File: src/rtl/qnigma_eth_pkg.sv
// Shared definitions for the Ethernet transmit path: line constants, the
// framer state type, the frame length type and the byte-wide CRC-32 step.
package qnigma_eth_pkg;

   localparam logic [7:0]  PREAMBLE_BYTE    = 8'h55;
   localparam logic [7:0]  SFD_BYTE         = 8'hD5;
   localparam logic [31:0] CRC_MAGIC_NUMBER = 32'hDEBB20E3;
   localparam logic [31:0] CRC_POLY_REFL    = 32'hEDB88320;

   typedef enum logic [2:0] {
      ST_IDLE,
      ST_PRE,
      ST_DATA,
      ST_PAD,
      ST_FCS,
      ST_DROP,
      ST_IFG
   } tx_state_t;

   typedef logic [10:0] frame_len_t;

   // One byte of reflected CRC-32, least significant bit first.
   function automatic logic [31:0] crc32_byte(input logic [31:0] crc, input logic [7:0] dat);
      logic [31:0] c;
      c = crc ^ {24'h000000, dat};
      for (int i = 0; i < 8; i++) begin
         c = c[0] ? ((c >> 1) ^ CRC_POLY_REFL) : (c >> 1);
      end
      return c;
   endfunction

endpackage

File: src/rtl/qnigma_crc32.sv
// Byte-wide Ethernet CRC-32 engine. Accumulates while val is high and
// returns to all-ones on any cycle with val low; ok flags the FCS residue.
module qnigma_crc32
   import qnigma_eth_pkg::*;
(
   input  logic        clk,
   input  logic        rst,
   input  logic [7:0]  dat,
   input  logic        val,
   output logic [31:0] crc,
   output logic        ok
);

   logic [31:0] crc_q;

   // Accumulate on valid bytes, re-seed to all-ones otherwise.
   always_ff @(posedge clk) begin
      // NOTE: state is updated with <= so every flop samples pre-edge values.
      if (!rst) begin
         crc_q <= '1;
      end else if (val) begin
         crc_q <= crc32_byte(crc_q, dat);
      end else begin
         crc_q <= '1;
      end
   end

   assign crc = crc_q;
   assign ok  = (crc_q == CRC_MAGIC_NUMBER);

endmodule

File: src/rtl/qnigma_eth_tx_fcs.sv
// Ethernet TX framer: preamble/SFD, payload pass-through, zero padding,
// inverted FCS and inter-frame gap, with underrun and oversize handling.
module qnigma_eth_tx_fcs
   import qnigma_eth_pkg::*;
#(
   parameter int unsigned PRE_LEN = 7,
   parameter int unsigned MIN_LEN = 60,
   parameter int unsigned MAX_LEN = 1514,
   parameter int unsigned IFG_LEN = 12
) (
   input  logic       clk,
   input  logic       rst,
   input  logic [7:0] in_dat,
   input  logic       in_val,
   input  logic       in_lst,
   output logic       in_rdy,
   output logic [7:0] tx_dat,
   output logic       tx_en,
   output logic       tx_er,
   output logic       busy,
   output logic       frame_done,
   output logic       underrun,
   output logic       oversize
);

   localparam logic [7:0] PRE_LAST  = 8'(PRE_LEN);
   localparam logic [7:0] IFG_LAST  = 8'(IFG_LEN - 1);
   localparam logic [7:0] FCS_LAST  = 8'd3;
   localparam frame_len_t MIN_LEN_C = frame_len_t'(MIN_LEN);
   localparam frame_len_t MAX_LEN_C = frame_len_t'(MAX_LEN);

   tx_state_t   state_q, state_d;
   frame_len_t  len_q, len_d;
   frame_len_t  len_inc;
   logic [7:0]  cnt_q, cnt_d;
   logic [31:0] fcs_q, fcs_d;
   logic        drop_q, drop_d;
   logic [7:0]  tx_dat_q, tx_dat_d;
   logic        tx_en_q, tx_en_d;
   logic        tx_er_q, tx_er_d;
   logic        done_q, done_d;
   logic        urun_q, urun_d;
   logic        ovs_q, ovs_d;

   logic        crc_val;
   logic [7:0]  crc_dat;
   logic [31:0] crc_reg;
   logic        crc_ok_unused;

   assign in_rdy  = (state_q == ST_DATA) || (state_q == ST_DROP);
   assign busy    = (state_q != ST_IDLE);
   assign len_inc = len_q + 11'd1;

   qnigma_crc32 u_crc (
      .clk (clk),
      .rst (rst),
      .dat (crc_dat),
      .val (crc_val),
      .crc (crc_reg),
      .ok  (crc_ok_unused)
   );

   // Next-state, next-output and CRC feed for the framing sequence.
   always_comb begin
      // NOTE: every output of this block gets a default first, so no latches are inferred.
      state_d  = state_q;
      len_d    = len_q;
      cnt_d    = cnt_q;
      fcs_d    = fcs_q;
      drop_d   = drop_q;
      tx_dat_d = 8'h00;
      tx_en_d  = 1'b0;
      tx_er_d  = 1'b0;
      done_d   = 1'b0;
      urun_d   = 1'b0;
      ovs_d    = 1'b0;
      crc_val  = 1'b0;
      crc_dat  = 8'h00;

      unique case (state_q)
         ST_IDLE: begin
            if (in_val) begin
               state_d  = ST_PRE;
               tx_en_d  = 1'b1;
               tx_dat_d = PREAMBLE_BYTE;
               cnt_d    = 8'd1;
               len_d    = '0;
               drop_d   = 1'b0;
            end
         end
         ST_PRE: begin
            tx_en_d = 1'b1;
            if (cnt_q == PRE_LAST) begin
               tx_dat_d = SFD_BYTE;
               state_d  = ST_DATA;
            end else begin
               tx_dat_d = PREAMBLE_BYTE;
               cnt_d    = cnt_q + 8'd1;
            end
         end
         ST_DATA: begin
            tx_en_d = 1'b1;
            cnt_d   = '0;
            if (!in_val) begin
               // Upstream starved mid-frame: mark the line and discard the rest.
               tx_er_d = 1'b1;
               urun_d  = 1'b1;
               state_d = ST_DROP;
            end else begin
               tx_dat_d = in_dat;
               crc_val  = 1'b1;
               crc_dat  = in_dat;
               len_d    = len_inc;
               if (in_lst) begin
                  state_d = (len_inc < MIN_LEN_C) ? ST_PAD : ST_FCS;
               end else if (len_inc == MAX_LEN_C) begin
                  ovs_d   = 1'b1;
                  drop_d  = 1'b1;
                  state_d = ST_FCS;
               end
            end
         end
         ST_PAD: begin
            tx_en_d = 1'b1;
            crc_val = 1'b1;
            len_d   = len_inc;
            cnt_d   = '0;
            if (len_inc == MIN_LEN_C) begin
               state_d = ST_FCS;
            end
         end
         ST_FCS: begin
            tx_en_d = 1'b1;
            cnt_d   = cnt_q + 8'd1;
            // The engine re-seeds after this cycle, so keep the rest of its value here.
            if (cnt_q == 8'd0) begin
               tx_dat_d = ~crc_reg[7:0];
               fcs_d    = {8'h00, crc_reg[31:8]};
            end else begin
               tx_dat_d = ~fcs_q[7:0];
               fcs_d    = {8'h00, fcs_q[31:8]};
            end
            if (cnt_q == FCS_LAST) begin
               done_d  = 1'b1;
               cnt_d   = '0;
               drop_d  = 1'b0;
               state_d = drop_q ? ST_DROP : ST_IFG;
            end
         end
         ST_DROP: begin
            cnt_d = '0;
            if (in_val && in_lst) begin
               state_d = ST_IFG;
            end
         end
         ST_IFG: begin
            if (cnt_q == IFG_LAST) begin
               state_d = ST_IDLE;
            end else begin
               cnt_d = cnt_q + 8'd1;
            end
         end
         default: state_d = ST_IDLE;
      endcase
   end

   // State and registered line outputs; reset aborts any frame in progress.
   always_ff @(posedge clk) begin
      if (!rst) begin
         state_q  <= ST_IDLE;
         len_q    <= '0;
         cnt_q    <= '0;
         fcs_q    <= '0;
         drop_q   <= 1'b0;
         tx_dat_q <= 8'h00;
         tx_en_q  <= 1'b0;
         tx_er_q  <= 1'b0;
         done_q   <= 1'b0;
         urun_q   <= 1'b0;
         ovs_q    <= 1'b0;
      end else begin
         state_q  <= state_d;
         len_q    <= len_d;
         cnt_q    <= cnt_d;
         fcs_q    <= fcs_d;
         drop_q   <= drop_d;
         tx_dat_q <= tx_dat_d;
         tx_en_q  <= tx_en_d;
         tx_er_q  <= tx_er_d;
         done_q   <= done_d;
         urun_q   <= urun_d;
         ovs_q    <= ovs_d;
      end
   end

   assign tx_dat     = tx_dat_q;
   assign tx_en      = tx_en_q;
   assign tx_er      = tx_er_q;
   assign frame_done = done_q;
   assign underrun   = urun_q;
   assign oversize   = ovs_q;

endmodule

File: config.mk
export PLATFORM = sky130hd
export DESIGN_NAME = qnigma_eth_tx_fcs
export DESIGN_NICKNAME = d
export VERILOG_FILES = /design/src/rtl/qnigma_eth_pkg.sv /design/src/rtl/qnigma_crc32.sv /design/src/rtl/qnigma_eth_tx_fcs.sv
export SDC_FILE = /design/constraint.sdc
export NUM_CORES = 1
export LEC_CHECK = 0
export BUFFER_PORTS_ARGS = -buffer_cell sky130_fd_sc_hd__buf_2
export CORE_MARGIN = 2
export CORE_UTILIZATION = 45
export CTS_CLUSTER_SIZE = 25
export DETAILED_ROUTE_END_ITERATION = 12
export PLACE_DENSITY = 0.69
export SYNTH_ARGS = -nofsm -noshare
export SYNTH_HDL_FRONTEND = slang
export SYNTH_SLANG_ARGS = --single-unit
File: constraint.sdc
create_clock -name clk -period 2.4 [get_ports clk]
set_input_delay 0.12 -clock clk [delete_from_list [all_inputs] [get_ports clk]]
set_output_delay 0.12 -clock clk [all_outputs]
set_load 0.1 [all_outputs]
# [Word-level counts from Yosys, hierarchy flattened]
# Index checks and enable logic that the tools add are counted.
[totals] ff_bits=99 out_inout_bits=15 word_cells=116 input_bits=12
[op_classes] magnitude_cmp=1 bitwise=14 reduce_logical=18 muxes=47 add_sub_neg=2 eq_ne=23
[op_table] op="32-bit 2-to-1 mux" count=8
[op_table] op="13-bit inverter with 14-bit output" count=8
[op_table] op="8-bit 2-to-1 mux" count=8
[op_table] op="8-bit one-hot mux with 5 select lines" count=1
[op_table] op="11-bit one-hot mux with 3 select lines" count=1
[op_table] op="8-bit one-hot mux with 4 select lines" count=1
[op_table] op="32-bit by 8-bit XOR with 32-bit output" count=1
[op_table] op="3-bit 2-to-1 mux" count=10
[op_table] op="24-bit 2-to-1 mux" count=1
[op_table] op="11-bit 2-to-1 mux" count=2
[op_table] op="3-bit one-hot mux with 7 select lines" count=1
[op_table] op="2-bit inequality test (second input constant)" count=9
[op_table] op="8-bit inverter" count=2
[op_table] op="11-bit by 1-bit adder with 11-bit output (second input constant)" count=1
[op_table] op="11-bit == test (second input constant)" count=1
[op_table] op="11-bit by 6-bit == test with 1-bit output (second input constant)" count=1
[op_table] op="11-bit by 6-bit less-than comparator with 1-bit output (second input constant)" count=1
[op_table] op="3-bit == test (second input constant)" count=3
[op_table] op="1-bit 2-to-1 mux" count=9
[op_table] op="3-bit nonzero test" count=3
[op_table] op="8-bit by 1-bit adder with 8-bit output (second input constant)" count=1
[op_table] op="8-bit by 2-bit == test with 1-bit output (second input constant)" count=1
[op_table] op="8-bit by 3-bit == test with 1-bit output (second input constant)" count=1
[op_table] op="8-bit by 4-bit == test with 1-bit output (second input constant)" count=1
[op_table] op="other kinds (21)" count=29

# [Depth between registers and ports, before layout]
# Gate-level depths: netlist of run 1.
[depth] ltp_word=19 ltp_mapped=8 depth_no_buf=8

# [Cells and area by module]
# From an unflattened synthesis of run 1, not the netlist that was laid out.
[hier_totals] cells_unflattened=607 hier_area_um2=5144.9
[modules_own_cells] mod="qnigma_eth_tx_fcs" area_each_um2=3395.8 cells_each=449 seq_area_each_um2=1181.1 instances=1
[modules_own_cells] mod="qnigma_crc32" area_each_um2=1749.2 cells_each=158 seq_area_each_um2=640.6 instances=1

# [Worst setup path before layout of run 1]
# Ideal clock, no wire load.
[synth_path] kind="reg2out" startpoint="reg state_q[1]" endpoint="out in_rdy" required_time_ps=2280 t_arrival_ps=3062 setup_slack_ps=-782 path_buffers=2 path_stages_with_launch=5 path_cell_list="dfxtp_1 > clkbuf_1 > clkbuf_1 > nand2_1 > o21ai_0"
[synth_via] elab_chain_len=2 elab_cells_between_ends=3 classes_between="eq/ne: 2; reduce/logical: 1"
[synth_rtl] item="start, declared" line="qnigma_eth_tx_fcs.sv:32" rtl="tx_state_t state_q, state_d;"
[synth_rtl] item="start signal, assigned" line="qnigma_eth_tx_fcs.sv:182" rtl="state_q <= state_d;"
[synth_rtl] item="3-bit by 2-bit == test with 1-bit output or 3-bit == test (tied branches)" line="qnigma_eth_tx_fcs.sv:50" rtl="assign in_rdy = (state_q == ST_DATA) || (state_q == ST_DROP);"
[synth_rtl] item="1-bit logical OR (*)" line="qnigma_eth_tx_fcs.sv:50"
[synth_rtl] item="end, declared" line="qnigma_eth_tx_fcs.sv:16" rtl="output logic in_rdy,"
# Mark *: on every way between the ends. The rest lies on a longest branch, timed or not.

# [Worst setup path in the final report of run 1]
[layout_path] startpoint="reg state_q[0]" endpoint="reg u_crc.crc_q[23], in the netlist u_crc.crc[23]"
[layout_via] elab_chain_len=16 elab_cells_between_ends=20 classes_between="eq/ne: 2; mux: 10; bitwise: 7; reduce/logical: 1"
[layout_rtl] item="3-bit by 2-bit == test with 1-bit output" line="qnigma_eth_tx_fcs.sv:80" rtl="unique case (state_q)"
[layout_rtl] item="8-bit 2-to-1 mux" line="qnigma_eth_tx_fcs.sv:80"
[layout_rtl] item="32-bit by 8-bit XOR with 32-bit output" line="qnigma_eth_pkg.sv:25" rtl="c = crc ^ {24'h000000, dat};"
[layout_rtl] item="32-bit 2-to-1 mux" line="qnigma_eth_pkg.sv:27" rtl="c = c[0] ? ((c >> 1) ^ CRC_POLY_REFL) : (c >> 1);"
[layout_rtl] item="13-bit inverter with 14-bit output (no line)"
[layout_rtl] item="32-bit 2-to-1 mux (2 in series)" line="qnigma_eth_pkg.sv:27"
[layout_rtl] item="13-bit inverter with 14-bit output (no line)"
[layout_rtl] item="32-bit 2-to-1 mux" line="qnigma_eth_pkg.sv:27"
[layout_rtl] item="13-bit inverter with 14-bit output (no line)"
[layout_rtl] item="32-bit 2-to-1 mux (2 in series)" line="qnigma_eth_pkg.sv:27"
[layout_rtl] item="13-bit inverter with 14-bit output (no line)"
[layout_rtl] item="32-bit 2-to-1 mux" line="qnigma_eth_pkg.sv:27"
[layout_rtl] item="13-bit inverter with 14-bit output (no line)"
[layout_rtl] item="32-bit 2-to-1 mux" line="qnigma_eth_pkg.sv:27"
[layout_rtl] item="end signal, assigned" line="qnigma_crc32.sv:22" rtl="crc_q <= crc32_byte(crc_q, dat);"
[layout_rtl] item="end, declared" line="qnigma_crc32.sv:14" rtl="logic [31:0] crc_q;"
# Several ways; a longest one is shown, not always the timed one.
# A chain may end at the register's enable or synchronous reset.

==> results.md, run 1 <==
Status:
- The run finished with clean final reports.

Setup path:
- STA classifies the critical path startpoint as a flop.
- The most used cell along the critical path is sky130_fd_sc_hd__nand2_1.
- The data arrival at the endpoint of the critical path is 2.57 ns.
- The start-to-end type of the worst setup path is flop to flop.
- The longest individual stage delay on the worst path is 0.53 ns.
- The signal on the critical path passes through and4bb_4 > nand2_1 > xor2_4 > xnor3_2 > xnor3_1 > nand2_1.
- The sort of element at the end of the critical path is a flop.
- The largest fanout on the critical path is 14.
- The cell with the largest stage delay on the worst path is sky130_fd_sc_hd__xnor3_2.
- The data required time at the worst endpoint is 2.69 ns.

Cells and area:
- Fill cells in the final layout number 977.
- The final core area utilization is 0.525.
- The register with the most flip-flops in the layout has 32 of them.
- The area growth from synthesis to layout is 12.6%.
- Of the cells placed in the final design, the portion with a size suffix greater than 1 is 0.147.
- After the last flow step, the layout net total stands at 626.
- The count of antenna diodes in the layout is 0.
- With fillers left out, the area of the finished cells amounts to 5740 µm².

STA:
- Setup repair after global routing left no endpoint under its margin.
- The worst max-slew margin expressed relative to the limit is 0.510.
- The final critical path time including I/O delays and setup is 2.28 ns.
- On the final layout, the worst hold slack is 0.134 ns.
- The slew at the pin with the worst max-slew slack is 0.730 ns.
- The number of endpoints with negative hold slack in the final report came to 0.
- In the finished design, the share of the clock period the worst path needs comes to 0.949.
- The worst path meets setup with 0.121 ns of slack.
- The count of endpoints failing setup in the final report is 0.
- The fmax is 439 MHz.
- The total negative setup slack is 0 ns.
- The largest clock skew in the final design is 0.00806 ns.
- The final max-slew violation count is 0.

Route:
- For this block, the initial DRC count from the detailed router was 395.
- The routed layout has 4169 vias.
- After detailed routing, the number of vias per cell comes to 5.53.
- The number of design rule violations left after detail routing is 0.
- The pre-antenna-repair detailed-routing pass consisted of 5 iterations.
- The average wire per cell in the routed design is 15.9 µm.
- The total wirelength of the detailed-routed design is 12000 µm.
- The count of nets left with antenna violations once routing finished came out at 0.

Floorplan:
- The total area inside the core boundary comes to 10900 µm².
- For this configuration, the core starts out at a cell density of 0.466.
- The die is 110 µm wide.
- The die covers 12200 µm².
- The count of standard-cell rows is 38.
- During I/O placement, the number of pins put on the boundary was 27.
- The die is 110 µm tall.

Place:
- Summing all placed instances gives a cell area of 5430 µm².
- After legalization and detailed placement, the total HPWL measured 8460 µm.
- The placement-stage worst setup slack is 0.154 ns.
- Routability-driven placement finished with a final weighted congestion of 0.860.
- The count of buffers added on input and output ports is 26.

Global routing:
- Across every metal layer, demand over resource in global routing totals 0.201.
- The initial antenna violation count is 0.
- The first global-routing pass estimated 20200 µm of wire.
- The leftover overflow at the end of global routing is 0.
- The pin count of the biggest net entering global routing is 33.
- The number of global-route vias before repair is 4010.

Yosys:
- The share of Yosys cell area claimed by the top area cell type is 0.357.
- Synthesis instantiated 69 different standard cells from the library.
- The share of flip-flops with an asynchronous set or reset is 0.
- After synthesis, the mean cell area works out to 8.67 µm².
- The synthesized net count is 605.
- The primary flip-flop cell chosen by synthesis mapping is sky130_fd_sc_hd__dfxtp_1.
- In the synthesized netlist, the number of instances is 588.
- For this run, the number of Yosys warnings is 0.
- Counting instances in the post-synthesis netlist gives the leading cell types as sky130_fd_sc_hd__nand2_1, sky130_fd_sc_hd__dfxtp_1, sky130_fd_sc_hd__nor2_1, sky130_fd_sc_hd__xnor2_1.
- The number of synthesized register bits is 91.
- The number of enable-type register cells in the synthesized netlist is 0.
- The dominant cell type by area after synthesis is sky130_fd_sc_hd__dfxtp_1.
- Among all cell types in the netlist, the one instantiated most often is sky130_fd_sc_hd__nand2_1.
- The synthesized netlist occupies a cell area of 5100 µm².
- Yosys attributes the largest share of cell area to sky130_fd_sc_hd__dfxtp_1, sky130_fd_sc_hd__nand2_1, sky130_fd_sc_hd__xnor2_1.
- The proportion of synthesized chip area in sequential cells is 0.357.

CTS:
- After clock tree synthesis, the clock-pin slew on the worst setup and hold paths is 0.07 ns.
- The number of buffers created by CTS is 9.
- Clock latency on the worst-skew pair, taken at its later pin, is 0.35 ns.
- The TritonCTS clock tree is done.
- CTS saw 91 sinks.
- The hold buffer count at CTS is 0.
- The deepest clock path buffer count is 2.
- The H-tree was split into 3 levels.
- The CTS root buffer is sky130_fd_sc_hd__clkbuf_16.

Pwr:
- The maximum vdd drop is 0.00131 V.
- For this design the static power due to leakage is 2.22 nW.
- The power per cell area is 1110 nW/µm².

Job:
- The number of max-cap violations is 0.

Hold path:
- In this run the worst hold path is classified as primary input to flop.
## layer usage
layer / global-route usage / share of wire
met1: 0.270 / 0.46
met2: 0.323 / 0.47
met3: 0.0373 / 0.050
met4: 0.0792 / 0.019
met5: 0 / 0
## cell usage in the layout, fill, tap and decap left out, types with 6 or more instances in the layout
cell,netlist,routed
sky130_fd_sc_hd__a21oi_1,28,28
sky130_fd_sc_hd__a311oi_1,16,16
sky130_fd_sc_hd__and3_1,8,8
sky130_fd_sc_hd__buf_2,9,26
sky130_fd_sc_hd__buf_4,2,23
sky130_fd_sc_hd__clkbuf_16,0,9
sky130_fd_sc_hd__dfxtp_1,91,90
sky130_fd_sc_hd__inv_1,9,9
sky130_fd_sc_hd__nand2_1,120,120
sky130_fd_sc_hd__nand3_1,22,22
sky130_fd_sc_hd__nor2_1,44,43
sky130_fd_sc_hd__nor2b_1,6,6
sky130_fd_sc_hd__o21ai_0,15,13
sky130_fd_sc_hd__o21ai_1,11,12
sky130_fd_sc_hd__xnor2_1,30,30
sky130_fd_sc_hd__xnor3_1,9,9
sky130_fd_sc_hd__xor2_1,28,28
## logic make-up after synthesis
kind of cell	Yosys count	share of synthesized area
AO/OA/AOI/OAI	110	0.144
XOR/XNOR	82	0.206
flip-flops	91	0.357
multiplexers	7	0.0142
buffers and inverters	50	0.0420
adder cells (fa/ha/maj)	5	0.0123
AND/OR/NAND/NOR	243	0.224
## where the power goes
group | internal (mW) | leakage, nW | switching [mW] | total [mW]
clock network | 0.815 | 0.150 | 0.629 | 1.44
logic | 1.18 | 1.34 | 1.87 | 3.05
registers | 1.72 | 0.739 | 0.134 | 1.85
total | 3.71 | 2.22 | 2.63 | 6.35
## worst max-delay path: cells and delay by family (launching register included)
kind | cells | cell delay, ns
xor+xnor | 3 | 1.17
flops | 1 | 0.32
simple gates | 3 | 0.72
## layout make-up
cell class	count	area, µm²	share of cell area
clock buffers	9	225	0.0392
clock inverters	7	75.1	0.0131
inverters	10	37.5	0.00654
multi-input cells	447	3080	0.537
flip-flops and latches	91	1820	0.318
well taps	140	175	0.0305
repair buffers	50	323	0.0562
## per-stage QoR
step,std cells,total power [mW]
6_report,754,6.35
5_1_grt,754,6.73
4_1_cts,754,6.34
3_5_place_dp,738,4.89
3_3_place_gp,738,4.83
2_1_floorplan,588,4.26
## what timing repair did
action / CTS / global route
endpoints found under the setup margin: 0 / 9
gates resized for setup: 0 / 3
hold endpoints to repair: 0 / 0
buffers inserted: 0 / 0
## path summary, 6_finish.rpt
check             slack (ns)  startpoint       endpoint  depth (start not counted)
setup reg to reg        0.12  state_q[0]  u_crc.crc[23]                          6
hold / removal          0.13   in_dat[3]      tx_dat[3]                          3
hold reg to reg         0.45   fcs_q[17]      fcs_q[17]                          2
setup / recovery        0.12  state_q[0]  u_crc.crc[23]                          6
(Power assumes the default switching activity.)
==> inputs of run 2 (changes only) <==
Settings changed: PLACE_DENSITY 0.69 to 0.6, SETUP_SLACK_MARGIN set to 0.3.
==> results.md, run 2 (synthesis results as in run 1) <==
Route:
- The vias after detailed routing is 4336.
- The total wirelength of the detailed-routed design is 13100 µm.
- The first detailed-routing pass ran for 5 iterations.
- The number of vias per cell is 5.59.
- The number of routed nets with antenna violations is 0.
- In the routed design, unresolved DRC markers number 0.
- The average wire per cell in the routed design is 16.9 µm.
- The starting DRC count in detailed routing is 299.

Global routing:
- The leftover overflow at the end of global routing is 0.
- The pin count of the biggest net entering global routing is 35.
- The initial antenna violation count is 0.
- In the global route stage, overall resource usage came out at 0.211.
- The number of global-route vias before repair is 4077.
- The first global-routing pass estimated 21000 µm of wire.

Cells and area:
- The sequential cell area in the final layout is 1840 µm².
- The number of nets in the layout is 650.
- Of the cells placed in the final design, the portion with a size suffix greater than 1 is 0.228.
- The register with the most flip-flops in the layout has 32 of them.
- The count of antenna diodes in the layout is 0.
- The library cell used most frequently in the layout, excluding fill and tap cells, is sky130_fd_sc_hd__nand2_1.
- Relative to the synthesized area, the layout overhead comes to 21.3%.
- The multi-input logic area is 3290 µm².
- The top cell types in the final layout, fill and taps aside, are sky130_fd_sc_hd__nand2_1, sky130_fd_sc_hd__dfxtp_1, sky130_fd_sc_hd__nor2_1.
- The filler cell count in the final layout is 972.

Pwr:
- The switching power share of the total is 0.408.
- The power share of the sequential group is 0.279.
- Power spread over the standard cell area amounts to 1080 nW/µm².
- The worst-case IR drop observed on VDD is 0.000706 V.
- The clock share of power is 0.212.
- The completed layout was analyzed and its total power is 6.66 mW.
- The internal portion of the total power is 3.94 mW.
- The leakage power of the design is 2.44 nW.
- The net switching power of the design is 2.72 mW.
- The share of total power dissipated in combinational logic is 0.509.

STA:
- The count of endpoints failing setup in the final report is 0.
- Final hold analysis gives a worst-case slack of 0.136 ns.
- The fmax is 478 MHz.
- The worst pin sits at a relative slew slack of 0.509.
- The slew at the pin with the worst max-slew slack is 0.731 ns.
- The final max-slew violation count is 0.
- The largest clock skew in the final design is 0.00873 ns.
- Setup total negative slack on the finished layout was measured at 0 ns.
- The smallest clock period supported by the final layout is computed as 2.09 ns.
- Dividing the final minimum period by the clock period gives 0.872.
- Setup repair after global routing could not meet its margin everywhere.
- The number of endpoints with negative hold slack in the final report is 0.

Setup path:
- The longest individual stage delay on the worst path is 0.42 ns.
- The logic depth of the worst path, buffers included is 8.
- The most used cell along the critical path is sky130_fd_sc_hd__xnor3_1.
- The worst reg2reg path startpoint is state_q[2].
- By startpoint and endpoint, the worst setup path is classified as flop to flop.
- Along the worst path, the maximum fanout reaches 6.
- The sort of element at the end of the critical path is a flop.
- Tracing the worst setup path back leads to its startpoint at state_q[2].
- The cell with the largest stage delay on the worst path is sky130_fd_sc_hd__and4bb_4.
- The reg-to-reg endpoint is u_crc.crc[19].
- STA classifies the critical path startpoint as a flop.
- The number of cell instances on the worst register-to-register path is 8.
- The data arrival at the endpoint of the critical path is 2.38 ns.
- The kind of cell adding the most delay to the critical path is XOR/XNOR gates.
- Together, buffers and inverters on the worst path number 2.
- The data required time at the worst endpoint is 2.69 ns.
- The worst register-to-register path has a setup slack of 0.31 ns.
- The critical path ends at u_crc.crc[19].
- The critical path goes through and4bb_4 > buf_4 > nand2_4 > xnor2_4 > buf_6 > xnor3_1 > xnor3_1 > nand2_1.

CTS:
- The number of buffers created by CTS is 9.
- The number of levels the H-tree was split into is 3.
- The deepest clock path buffer count is 2.
- The clock latency of the later-clocked register in the worst-skew pair is 0.34 ns.
- The number of sinks handled by clock tree synthesis is 91.
- The CTS root buffer is sky130_fd_sc_hd__clkbuf_16.
- After clock tree synthesis, the clock-pin slew on the worst setup and hold paths is 0.07 ns.
- The TritonCTS clock tree is done.

Floorplan:
- The I/O pin total is 27.
- The area of the placeable core is 10900 µm².
- The initial core utilization is 0.466.
- In this run the core area contains 38 standard-cell rows.
- The height of the die is 110 µm.
- The die outline area is 12200 µm².
- The die is 110 µm wide.

Place:
- Routability-driven placement finished with a final weighted congestion of 0.842.
- Buffers placed on the I/O ports in this run total 26.
- The half-perimeter wire length after placement is 8280 µm.

Hold path:
- In this run the worst hold path is classified as primary input to flop.

Job:
- The number of max-cap violations is 0.

Status:
- The run finished with clean final reports.
==> run 2: layer usage <==
metal	up-vias	global-route usage	wire length (µm)
met5	-	0	0
li1	2126	-	-
met1	2087	0.297	6280
met4	0	0.0750	289
met3	24	0.0379	580
met2	99	0.326	5950
==> run 2: power groups by stage <==
stage | Clock, mW | Combinational [mW] | Sequential, mW
after floorplan | 0 | 2.16 | 2.11
after global placement | 0 | 3.02 | 1.88
after detailed placement | 0 | 3.05 | 1.88
after CTS | 1.44 | 3.23 | 1.85
after global routing | 1.50 | 3.65 | 1.88
final | 1.41 | 3.39 | 1.86
==> run 2: repair_timing <==
item,4_1_cts,5_1_grt
resized for setup,10,35
pin swaps,9,14
setup buffers,13,10
setup endpoints to repair,19,28
cloned,1,1
hold buffers,0,0
==> run 2: worst min path at each step <==
stage | startpoint | to | slack, ns | cells past startpoint
floorplan | in_lst | oversize | 0.30 | 3
global placement | fcs_q[18] | fcs_q[18] | 0.44 | 2
detailed placement | fcs_q[18] | fcs_q[18] | 0.45 | 2
CTS | in_dat[3] | tx_dat[3] | 0.13 | 3
global route | in_dat[3] | tx_dat[3] | 0.13 | 3
finish | in_dat[3] | tx_dat[3] | 0.14 | 3
==> run 2: cell type report <==
| cell class | instances | share of cell area |
|---|---|---|
| repair buffers | 72 | 0.0883 |
| well taps | 140 | 0.0283 |
| clock inverters | 4 | 0.00850 |
| clock buffers | 10 | 0.0387 |
| inverters | 10 | 0.00607 |
| flip-flops and latches | 91 | 0.297 |
| multi-input cells | 449 | 0.533 |
==> run 2: stage by stage <==
step	setup slack, ns	area, µm²	std cells	util
finish	0.307	6180	776	0.565
floorplan	0.306	5110	588	-
detailed placement	0.115	5450	737	0.498
global route	0.261	6180	776	0.565
CTS	0.275	5920	765	0.541
global placement	0.189	5450	737	0.498
==> run 2: worst reg2reg max path: stages (launching register included) <==
cell                       delay [ns]
sky130_fd_sc_hd__dfxtp_1         0.33
sky130_fd_sc_hd__and4bb_4        0.42
sky130_fd_sc_hd__buf_4           0.16
sky130_fd_sc_hd__nand2_4         0.06
sky130_fd_sc_hd__xnor2_4         0.23
sky130_fd_sc_hd__buf_6           0.19
sky130_fd_sc_hd__xnor3_1         0.25
sky130_fd_sc_hd__xnor3_1         0.33
sky130_fd_sc_hd__nand2_1         0.07
==> inputs of run 3 (changes only) <==
Settings changed: CORE_UTILIZATION 45 to 50, PLACE_DENSITY 0.6 to 0.65.
==> results.md, run 3 (synthesis results as in run 1) <==
Status:
- The flow ran to the end, and the final reports show no timing, DRC or antenna violations.

Place:
- The cell area after placement is 5450 µm².
- The number of port buffers is 26.
- Once detailed placement completed, the half-perimeter wirelength came to 8320 µm.
- The congestion estimate from routability-driven global placement came to 0.848.

Cells and area:
- The filler cell count in the final layout is 821.
- In the layout the commonest cells are sky130_fd_sc_hd__nand2_1, sky130_fd_sc_hd__dfxtp_1, sky130_fd_sc_hd__buf_4.
- The multi-input logic area is 3320 µm².
- The commonest non-fill, non-tap cell in the layout is sky130_fd_sc_hd__nand2_1.
- The sequential cell area in the final layout is 1840 µm².
- Relative to the synthesized area, the layout overhead comes to 22.8%.
- The summed area of non-filler cells in the final layout is 6260 µm².
- The share of final-layout standard cells stronger than drive strength 1 is 0.255.
- The count of antenna diodes in the layout is 0.
- The register with the most flip-flops in the layout has 32 of them.
- At the end of the flow, the number of nets in the layout was 663.

Hold path:
- The worst hold path begins at in_dat[5].
- The tightest min-delay check is of the primary input to flop type.

Global routing:
- The global routing usage summed across all routing layers is 0.240.
- The number of global-route vias before repair is 4099.
- Global routing finished with a remaining overflow of 0.
- The initial antenna violation count is 0.
- Entering global routing, the biggest net connects 49 pins.
- The first-pass GRT wire length is 20900 µm.

STA:
- The slew at the pin with the worst max-slew slack is 0.626 ns.
- The worst max-slew margin expressed relative to the limit is 0.580.
- The final critical path time including I/O delays and setup is 2.07 ns.
- The fraction of the cycle the final worst path needs is 0.861.
- The number of endpoints with negative hold slack in the final report is 0.
- The total negative setup slack is 0 ns.
- The final max-slew violation count is 0.
- Setup repair after global routing could not meet its margin everywhere.
- Across the routed clock network, the largest skew measured is 0.00902 ns.
- The count of endpoints failing setup in the final report is 0.
- For this run, the top clock speed supported by timing is 484 MHz.

Floorplan:
- The area of the placeable core is 9820 µm².
- The die outline area is 11000 µm².
- For this configuration, the core starts out at a cell density of 0.519.
- The height of the die is 105 µm.
- The width of the chip is 105 µm.
- The floorplan has 36 rows.
- The I/O pin total is 27.

CTS:
- Counting along the longest clock path gives a buffer depth of 2.
- TritonCTS built the clock tree.
- The number of levels the H-tree was split into is 3.
- The hold buffer count at CTS is 0.
- The number of sinks handled by clock tree synthesis is 91.
- The later pin in the worst-skew pair is clocked with a latency of 0.37 ns.
- In this run, CTS created clock tree buffers numbering 9.
- The clock slew at the register clock pins of the worst setup and hold paths is 0.09 ns.
- The cell sitting at the root of the clock tree is a sky130_fd_sc_hd__clkbuf_8.

Route:
- The starting DRC count in detailed routing is 256.
- After detailed routing, the average wire length per cell comes to 16.7 µm.
- The number of design rule violations left after detail routing is 0.
- The detailed-routing iteration count for the pre-antenna-repair pass is 5.
- The number of vias per cell is 5.51.
- The vias after detailed routing is 4316.
- In this run the remaining antenna-violating nets after routing total 0.
- For this block, the routed nets add up to 13100 µm of wire.

Pwr:
- The internal portion of the total power is 3.91 mW.
- The analysis attributes to cell leakage a power of 2.50 nW.
- The power per cell area is 1070 nW/µm².
- Of the total power, registers draw 0.278.
- Summed over all nets, the switching power comes to 2.78 mW.
- The share of total power dissipated in combinational logic is 0.529.
- Of the total power, the clock network draws 0.193.
- The maximum vdd drop is 0.000551 V.
- Of the total power, the share spent switching nets is 0.416.

Setup path:
- The launch point of the worst path is len_q[3].
- The critical path startpoint category is a flop.
- On the critical path, the stage with the largest delay is an instance of sky130_fd_sc_hd__dfxtp_2.
- The data arrival at the endpoint of the critical path is 2.32 ns.
- The worst setup path is captured at a flop.
- At the worst endpoint, the required time is 2.66 ns.
- Walking the worst path, the cells encountered are nand4_1 > nor3_4 > buf_4 > mux2i_2 > a21o_1 > nor3_1 > o32ai_1.
- The longest individual stage delay on the worst path is 0.47 ns.
- The worst reg2reg path startpoint is len_q[3].
- The largest fanout on the critical path is 12.
- The start-to-end type of the worst setup path is flop to flop.

Job:
- Across the run, the number of max-cap violations was 0.
-- run 3: cell count changes in the layout (fill, tap and decap cells not counted), moves of 3 or more --
cell                        before  now
sky130_fd_sc_hd__buf_4          39   50
sky130_fd_sc_hd__clkbuf_16       9    0
sky130_fd_sc_hd__clkbuf_8        1    9
sky130_fd_sc_hd__inv_6           0    3
-- run 3: worst max-delay path, delay by kind of cell, from the launching register on --
family | cells | cell delay, ns
and+or+nand+nor | 3 | 0.55
AOI/OAI and AO/OA | 2 | 0.52
DFF | 1 | 0.47
muxes | 1 | 0.26
buffers and inverters | 1 | 0.16
-- run 3: area by class of cell --
cell class,instances,area share
Clock buffer,9,0.0198
Clock inverter,7,0.0194
Inverter,10,0.00660
Multi-Input combinational cell,449,0.531
Sequential cell,91,0.294
Tap cell,133,0.0266
Timing Repair Buffer,85,0.103
-- run 3: path summary, 6_finish.rpt --
path              cells past startpoint          to  slack [ns]
hold reg to reg                       2   fcs_q[21]        0.46
setup / recovery                      7  state_q[2]        0.33
hold / removal                        3   tx_dat[5]        0.04
setup reg to reg                      7  state_q[2]        0.33
-- run 3: metrics by stage --
step	hold WS, ns	utilization	power (mW)	instances	worst slack [ns]
2_1_floorplan	0.298	-	4.28	588	0.306
3_3_place_gp	0.440	0.555	4.92	732	0.210
3_5_place_dp	0.444	0.555	4.96	732	0.134
4_1_cts	0.0598	0.597	6.37	760	0.302
5_1_grt	0.0407	0.637	7.08	784	0.237
6_report	0.0424	0.637	6.69	784	0.333
-- run 3: power groups by stage --
stage / logic (mW) / clock network [mW] / registers, mW
6_report: 3.54 / 1.29 / 1.86
5_1_grt: 3.81 / 1.38 / 1.89
4_1_cts: 3.20 / 1.31 / 1.86
3_5_place_dp: 3.07 / 0 / 1.88
3_3_place_gp: 3.04 / 0 / 1.87
2_1_floorplan: 2.16 / 0 / 2.11
-- run 3: repair_timing --
action,4_1_cts,5_1_grt
endpoints found under the hold margin,0,0
pin swaps,5,12
setup endpoints to repair,15,31
cloned,1,1
resized for setup,11,43
buffers inserted,11,23
-- run 3: per-layer routing --
layer	vias up	track usage	wire length [µm]	part of all wire
met5	-	0	0	0
met4	0	0.0981	304	0.023
met3	25	0.0362	686	0.052
met2	125	0.376	5980	0.46
met1	2024	0.331	6150	0.47
li1	2142	-	-	-
